File: config.mk
export PLATFORM = sky130hd
export DESIGN_NAME = fetch_stage_ctrl
export DESIGN_NICKNAME = d
export VERILOG_FILES = /design/src/rtl/core_pkg.sv /design/src/rtl/fetch_perf_counter.sv /design/src/rtl/fetch_stage_ctrl.sv
export SDC_FILE = /design/constraint.sdc
export NUM_CORES = 1
export LEC_CHECK = 0
export CAP_MARGIN = 5
export CORE_ASPECT_RATIO = 2
export CORE_MARGIN = 3
export CORE_UTILIZATION = 50
export CTS_CLUSTER_DIAMETER = 50
export DETAILED_ROUTE_END_ITERATION = 12
export GPL_TIMING_DRIVEN = 0
export PLACE_DENSITY = 0.89
export SYNTH_ARGS = -nofsm -noshare
export SYNTH_HDL_FRONTEND = slang
export SYNTH_HIERARCHICAL = 1
export SYNTH_SLANG_ARGS = --single-unit
export TNS_END_PERCENT = 100
File: constraint.sdc
create_clock -name clk -period 4.3 [get_ports clk]
set_input_delay 0.43 -clock clk [delete_from_list [all_inputs] [get_ports clk]]
set_output_delay 0.43 -clock clk [all_outputs]
set_load 0.05 [all_outputs]
File: src/rtl/core_pkg.sv
// Shared definitions for the RV32I core front end.
//
// Contents:
//   XLEN             - datapath width (PC and instruction)
//   NOP_INSTR        - canonical NOP (addi x0, x0, 0) used for IF/ID bubbles
//   RESET_PC_DEFAULT - default PC loaded on reset
//   PerfCntW         - width of the optional fetch performance counters
//   fetch_state_e    - fetch FSM state encoding
//   sat_inc()        - saturating increment used by the performance counters

package core_pkg;

    localparam int unsigned XLEN             = 32;
    localparam logic [31:0] NOP_INSTR        = 32'h0000_0013;
    localparam logic [31:0] RESET_PC_DEFAULT = 32'h0000_0000;
    localparam int unsigned PerfCntW         = 32;

    typedef enum logic [2:0] {
        StIdle,  // one dead cycle after reset, no request
        StReq,   // imem_req high, waiting for imem_ready
        StWait,  // request accepted, waiting for imem_rvalid
        StHave,  // response held in the buffer, IF/ID not ready to take it
        StDrop   // request accepted for a squashed address, swallow its response
    } fetch_state_e;

    // Increment that sticks at all-ones instead of wrapping.
    function automatic logic [PerfCntW-1:0] sat_inc(input logic [PerfCntW-1:0] value);
        return (&value) ? value : value + PerfCntW'(1);
    endfunction

endpackage

File: src/rtl/fetch_perf_counter.sv
// Saturating event counter for the fetch stage.
//
// Ports:
//   clk     - core clock, rising edge
//   reset   - synchronous active-high reset, clears the count
//   en_i    - count this cycle
//   count_o - current count, saturates at all-ones
//
// Only instantiated when FETCH_PERF_EN is defined.

module fetch_perf_counter
    import core_pkg::*;
(
    input  logic                clk,
    input  logic                reset,
    input  logic                en_i,
    output logic [PerfCntW-1:0] count_o
);

    logic [PerfCntW-1:0] count_q;
    logic [PerfCntW-1:0] count_d;

    always_comb begin
        count_d = count_q;
        if (en_i) begin
            count_d = sat_inc(count_q);
        end
    end

    always_ff @(posedge clk) begin
        if (reset) begin
            count_q <= '0;
        end else begin
            count_q <= count_d;
        end
    end

    assign count_o = count_q;

endmodule

File: src/rtl/fetch_stage_ctrl.sv
// Instruction fetch stage controller of the 5-stage RV32I core.
//
// Owns the PC, the single-outstanding instruction-memory handshake and the IF/ID
// pipeline register. Takes PCWrite / IFIDWrite / IF_Flush from the hazard unit and
// the branch target from ID. Responses belonging to a squashed fetch are discarded.
//
// Ports:
//   clk, reset           - core clock (rising edge), synchronous active-high reset
//   PCWrite              - 1: PC may advance, 0: hold PC
//   IFIDWrite            - 1: IF/ID may load, 0: hold IF/ID
//   IF_Flush             - branch taken in ID: redirect PC, squash IF/ID
//   branch_target        - redirect address, used when IF_Flush=1
//   imem_req, imem_addr  - fetch request and address (address always equals PC)
//   imem_ready           - memory accepts the request this cycle
//   imem_rvalid/rdata    - fetch response
//   IFID_PC/Instr/valid  - IF/ID register contents (valid=0 is a bubble)
//   fetch_stall          - IF/ID took a bubble because no instruction was ready
//
// Optional feature (macro FETCH_PERF_EN):
//   perf_stall_cnt - cycles with a fetch starvation bubble or IFIDWrite=0
//   perf_flush_cnt - IF_Flush cycles
//   Both saturate at all-ones. Without the macro these ports do not exist.

module fetch_stage_ctrl #(
    parameter int unsigned     XLEN     = core_pkg::XLEN,
    parameter logic [XLEN-1:0] RESET_PC = XLEN'(core_pkg::RESET_PC_DEFAULT)
) (
    input  logic            clk,
    input  logic            reset,
    input  logic            PCWrite,
    input  logic            IFIDWrite,
    input  logic            IF_Flush,
    input  logic [XLEN-1:0] branch_target,
    output logic            imem_req,
    output logic [XLEN-1:0] imem_addr,
    input  logic            imem_ready,
    input  logic            imem_rvalid,
    input  logic [XLEN-1:0] imem_rdata,
    output logic [XLEN-1:0] IFID_PC,
    output logic [XLEN-1:0] IFID_Instr,
    output logic            IFID_valid,
`ifdef FETCH_PERF_EN
    output logic            fetch_stall,
    output logic [31:0]     perf_stall_cnt,
    output logic [31:0]     perf_flush_cnt
`else
    output logic            fetch_stall
`endif
);

    localparam logic [XLEN-1:0] Nop = XLEN'(core_pkg::NOP_INSTR);

    // ------------------------------------------------------------------
    // State
    // ------------------------------------------------------------------
    core_pkg::fetch_state_e state_q, state_d;

    logic [XLEN-1:0] pc_q, pc_d;
    logic [XLEN-1:0] buf_q, buf_d;
    logic            imem_req_q, imem_req_d;

    logic [XLEN-1:0] ifid_pc_q, ifid_pc_d;
    logic [XLEN-1:0] ifid_instr_q, ifid_instr_d;
    logic            ifid_valid_q, ifid_valid_d;
    logic            fetch_stall_q, fetch_stall_d;

    // ------------------------------------------------------------------
    // Instruction availability and advance decision
    // ------------------------------------------------------------------
    logic            instr_avail;
    logic [XLEN-1:0] instr;
    logic            advance;
    logic            accept;

    always_comb begin
        instr_avail = ((state_q == core_pkg::StWait) && imem_rvalid) ||
                      (state_q == core_pkg::StHave);
        // The buffer only holds a live instruction in StHave.
        instr       = (state_q == core_pkg::StHave) ? buf_q : imem_rdata;
        advance     = instr_avail && PCWrite && IFIDWrite && !IF_Flush;
        accept      = imem_req_q && imem_ready;
    end

    // ------------------------------------------------------------------
    // Fetch FSM next state
    // ------------------------------------------------------------------
    always_comb begin
        state_d = state_q;
        buf_d   = buf_q;
        unique case (state_q)
            core_pkg::StIdle: begin
                state_d = core_pkg::StReq;
            end
            core_pkg::StReq: begin
                // An accepted request whose address is being squashed still owes
                // us a response; StDrop swallows it.
                if (accept) begin
                    state_d = IF_Flush ? core_pkg::StDrop : core_pkg::StWait;
                end
            end
            core_pkg::StWait: begin
                if (imem_rvalid) begin
                    if (IF_Flush || advance) begin
                        state_d = core_pkg::StReq;
                    end else begin
                        state_d = core_pkg::StHave;
                        buf_d   = imem_rdata;
                    end
                end else if (IF_Flush) begin
                    state_d = core_pkg::StDrop;
                end
            end
            core_pkg::StHave: begin
                if (IF_Flush || advance) begin
                    state_d = core_pkg::StReq;
                end
            end
            core_pkg::StDrop: begin
                if (imem_rvalid) begin
                    state_d = core_pkg::StReq;
                end
            end
            default: begin
                state_d = core_pkg::StIdle;
            end
        endcase
        // Request line is registered so it is glitch-free towards memory.
        imem_req_d = (state_d == core_pkg::StReq);
    end

    // ------------------------------------------------------------------
    // PC and IF/ID next state
    // ------------------------------------------------------------------
    always_comb begin
        pc_d          = pc_q;
        ifid_pc_d     = ifid_pc_q;
        ifid_instr_d  = ifid_instr_q;
        ifid_valid_d  = ifid_valid_q;
        fetch_stall_d = 1'b0;

        if (IF_Flush) begin
            // Flush overrides IFIDWrite: the squashed slot must not survive.
            pc_d         = branch_target;
            ifid_pc_d    = '0;
            ifid_instr_d = Nop;
            ifid_valid_d = 1'b0;
        end else if (!IFIDWrite) begin
            // Hold IF/ID and PC.
            pc_d = pc_q;
        end else if (advance) begin
            pc_d         = pc_q + XLEN'(4);
            ifid_pc_d    = pc_q;
            ifid_instr_d = instr;
            ifid_valid_d = 1'b1;
        end else begin
            ifid_pc_d     = '0;
            ifid_instr_d  = Nop;
            ifid_valid_d  = 1'b0;
            // Only a starved fetch counts as a fetch stall; an available
            // instruction blocked by PCWrite=0 is a hazard bubble.
            fetch_stall_d = !instr_avail;
        end
    end

    // ------------------------------------------------------------------
    // Registers
    // ------------------------------------------------------------------
    always_ff @(posedge clk) begin
        if (reset) begin
            state_q       <= core_pkg::StIdle;
            pc_q          <= RESET_PC;
            buf_q         <= Nop;
            imem_req_q    <= 1'b0;
            ifid_pc_q     <= '0;
            ifid_instr_q  <= Nop;
            ifid_valid_q  <= 1'b0;
            fetch_stall_q <= 1'b0;
        end else begin
            state_q       <= state_d;
            pc_q          <= pc_d;
            buf_q         <= buf_d;
            imem_req_q    <= imem_req_d;
            ifid_pc_q     <= ifid_pc_d;
            ifid_instr_q  <= ifid_instr_d;
            ifid_valid_q  <= ifid_valid_d;
            fetch_stall_q <= fetch_stall_d;
        end
    end

    assign imem_req    = imem_req_q;
    assign imem_addr   = pc_q;
    assign IFID_PC     = ifid_pc_q;
    assign IFID_Instr  = ifid_instr_q;
    assign IFID_valid  = ifid_valid_q;
    assign fetch_stall = fetch_stall_q;

`ifdef FETCH_PERF_EN
    // ------------------------------------------------------------------
    // Performance counters: count on the same edge that registers the event.
    // ------------------------------------------------------------------
    logic stall_event;

    assign stall_event = fetch_stall_d || !IFIDWrite;

    fetch_perf_counter u_stall_cnt (
        .clk     (clk),
        .reset   (reset),
        .en_i    (stall_event),
        .count_o (perf_stall_cnt)
    );

    fetch_perf_counter u_flush_cnt (
        .clk     (clk),
        .reset   (reset),
        .en_i    (IF_Flush),
        .count_o (perf_flush_cnt)
    );
`endif

endmodule

==> metrics.md <==
| Metric | Value |
|---|---|
| Status | completed |
| WP data required | 4.57 ns |
| Startpoint types | primary input |
| Finish-stage setup viols | 0 |
| Fmax | around 0.42 GHz |
| CP max stage delay | 0.64 ns |
| Area leader, netlist | dfxtp_1 |
| Worst Hold Class | in2reg |
| Clock Sinks | 134 |
| Worst Path Buf+Inv | 4 |
| Synth unique cells | between 60 and 70 |
| # nets final | 904 |
| Crit path kind | in2reg |
| Wire length per cell | 20.35 um |
| Worst slew pin tran | approximately 0.80 ns |
| Worst Skew | about 0.011 ns |
| Kind of cell adding the most delay to the critical path | buffers and inverters |
| GPL Wtd Cong | 0.9324 |
| WL final | slightly above 20,000 um |
| Sw Share | a little over a quarter |
| DR DRC count | 0 |
| Synthesized area | 5989 um2 |
| Largest net degree at the start of global routing | 17 |
| CTS tree | yes |
| Pwr Density | 369.5 nW/um2 |
| Initial core utilization | 51.19% |
| Int Power | roughly 2300 uW |
| Post-route ant nets | 0 |
| Comb power frac | a little under an eighth |
| Die height | roughly 160 um |
| First-pass GRT wire length | 31,790 um |
| Post-synth top area share | around 45% |
| Vias in the first global route | 6,130 |
| Hold Crit Depth | 4 |
| Clock Path Buffers | 2 |
| Sequential cell area fraction in the yosys report | 44.79% |
| RR Startpoint | state_q[1] |
| Fraction of registers with async set/reset | 0% |
| Slew Limit Fails | 0 |
| Crit path cell chain | clkdlybuf4s50_1 > or2_2 > clkbuf_1 > clkbuf_1 > clkbuf_1 > nor2_1 |
| Mapped Cells | 645 |
| Syn Area/Cell | 9.286 um2 |
| Most common cell on crit path | clkbuf_1 |
| VDD IR max | 0.3446 mV |
| I/O pins | 170 |
| Post-synth net total | 717 |
| Minimum clock period | 2.375 ns |
| Crit end category | flop |
| Slowest CP cell | clkdlybuf4s50_1 |
| H-tree levels | 4 |
| NetSw | 824.3 uW |
| Sequential share of power | a little over two fifths |
| HP Start | IFIDWrite |
| Most common cell after layout, fill and taps aside | clkdlybuf4s50_1 |
| Post-synth EDFFs | 0 |
| Initial antenna violation count | 0 |
| Crit path DAT | 2.65 ns |
| Port Buf Inserts | about 170 |
| Critical path peak fanout | 10 |
| Post-CTS sizing | 0 |
| Routed via count | roughly 6,000 |
| RSZ-0062 raised after global routing | false |
| Clock Latency Late Sink | roughly 0.42 ns |
| Fin. Hold Viols | 0 |
| Synth Warn # | 6 |
| Die ar. | approximately 13,000 um2 |
| Slew HR | 46.71% |
| First-pass detailed-route iteration total | 5 |
| Core box area | around 12,000 um2 |
| Non-filler cells, final | 990 |
| Top cells by area, synth | dfxtp_1 (45%), nor2_1 (7.4%), mux2i_1 (6.4%) |
| Post-CTS Hold Buffers | 0 |
| Vias/cell | 6.027 |
| Final TNS setup | 0 ns |
| Finished Core Util | 72.15% |
| CP Depth | 6 |
| Root Buffer | clkbuf_16 |
| Post-DP HPWL | 14,810 um |
| Reg2Reg Depth | 7 |
| GRT Util Overall | 29.94% |
| Post-CTS Setup Repair Bufs | 0 |
| Most frequent cells in the layout | clkdlybuf4s50_1 (168), dfxtp_1 (134), nor2_1 (118), a22oi_1 (50), mux2i_1 (38) |
| Area grow syn2layout | 40.94% |
| Max Cap Viol | 0 |
| Row cnt | 56 |
| Clock power share | between 40% and 50% |
| Fin crit share | 55.23% |
| Share of cells above drive strength 1 | 11.24% |
| Ant. Diodes | 0 |
| Die extent in x | between 80 and 90 um |
| Placed Cells | 958 |
| Inserted Clock Buffers | 17 |
| Grt ovf | 0 |
| P_leak | approximately 0.0032 uW |
| Critical path origin | IF_Flush |
| Synth Register Bits | between 100 and 150 |
| Main synth FF type | dfxtp_1 |
| Initial DRC Count | between 500 and 600 |
| Clock slew at reported path FFs | 0.06 ns |
-- worst paths after layout --
| path | endpoint | slack (ns) |
|---|---|---|
| hold reg to reg | IFID_Instr[1] | 0.47 |
| setup reg to reg | IFID_Instr[13] | 2.15 |
| setup / recovery | IFID_Instr[13] | 1.92 |
| hold / removal | IFID_PC[23] | 0.44 |
-- power by group through the flow --
| stage | clock (uW) | combinational [uW] | sequential [uW] |
|---|---|---|---|
| 5_1_grt | 1520 | 372 | 1310 |
| 6_report | 1460 | 353 | 1300 |
| 2_1_floorplan | 0 | 118 | 1400 |
| 3_5_place_dp | 0 | 348 | 1330 |
| 3_3_place_gp | 0 | 342 | 1330 |
| 4_1_cts | 1460 | 351 | 1300 |
-- routing by layer --
metal	GRT usage (%)	vias to the layer above	wire [um]
met3	6.366	84	1356
met5	0	-	0
met1	29.07	2835	6563
met4	19.20	0	1185
li1	-	2731	-
met2	55.88	317	11040
-- registers in the layout (all words and copies together), names as in the netlist --
register	count
imem_req	1
state_q	3
fetch_stall	1
IFID_Instr	32
IFID_valid	1
buf_q	32
imem_addr	32
IFID_PC	32
-- worst register-to-register path, cell delays in order (launching register included) --
cell and delay, ns:
dfxtp_1 0.33, buf_4 0.17, nand4b_4 0.13, buf_6 0.17, nor3_2 0.60, buf_2 0.37, a22oi_1 0.10, nor2_1 0.20
-- logic make-up (layout without fill, tap and decap cells) --
group,Yosys count,after routing,synth area share (%)
and+or+nand+nor,237,237,19.93
AOI/OAI and AO/OA,134,134,17.23
DFF,134,134,44.79
muxes,67,67,11.80
buffers and inverters,64,264,4.867
xor gates and xnor gates,8,8,1.170
adders and majority gates,1,1,0.2089
-- synthesized netlist by cell type, types with 6 or more instances --
library cell    n
a211oi_1       10
a21oi_1        15
a22oi_1        50
a311oi_1        7
and3_1          6
buf_2          10
buf_4           6
clkbuf_1       31
dfxtp_1       134
inv_1           8
mux2_2         29
mux2i_1        38
nand2_1        23
nand3_1        14
nand4_1        12
nor2_1        118
nor2b_1        18
nor3_1          6
nor4_1          8
o31ai_1         7
-- cell type report --
class                   count  area (um2)
plain buffers              55       257.7
well taps                 145       181.4
clock buffers              20       446.7
inverters                   9       33.78
multi-input cells         447        3015
repair buffers            168        1682
clock inverters            12       142.6
flip-flops and latches    134        2683
fillers                   843        3259
-- stage by stage --
step	hold slack, ns	power, uW	worst slack (ns)	area (um2)
4_1_cts	0.4416	3117	2.008	8442
3_3_place_gp	0.4445	1670	1.669	7853
6_report	0.4380	3119	1.925	8442
5_1_grt	0.4709	3193	1.854	8442
2_1_floorplan	0.4438	1514	2.155	5989
3_5_place_dp	0.4485	1677	1.616	7853
No activity file was read; power rests on OpenSTA's default activity.
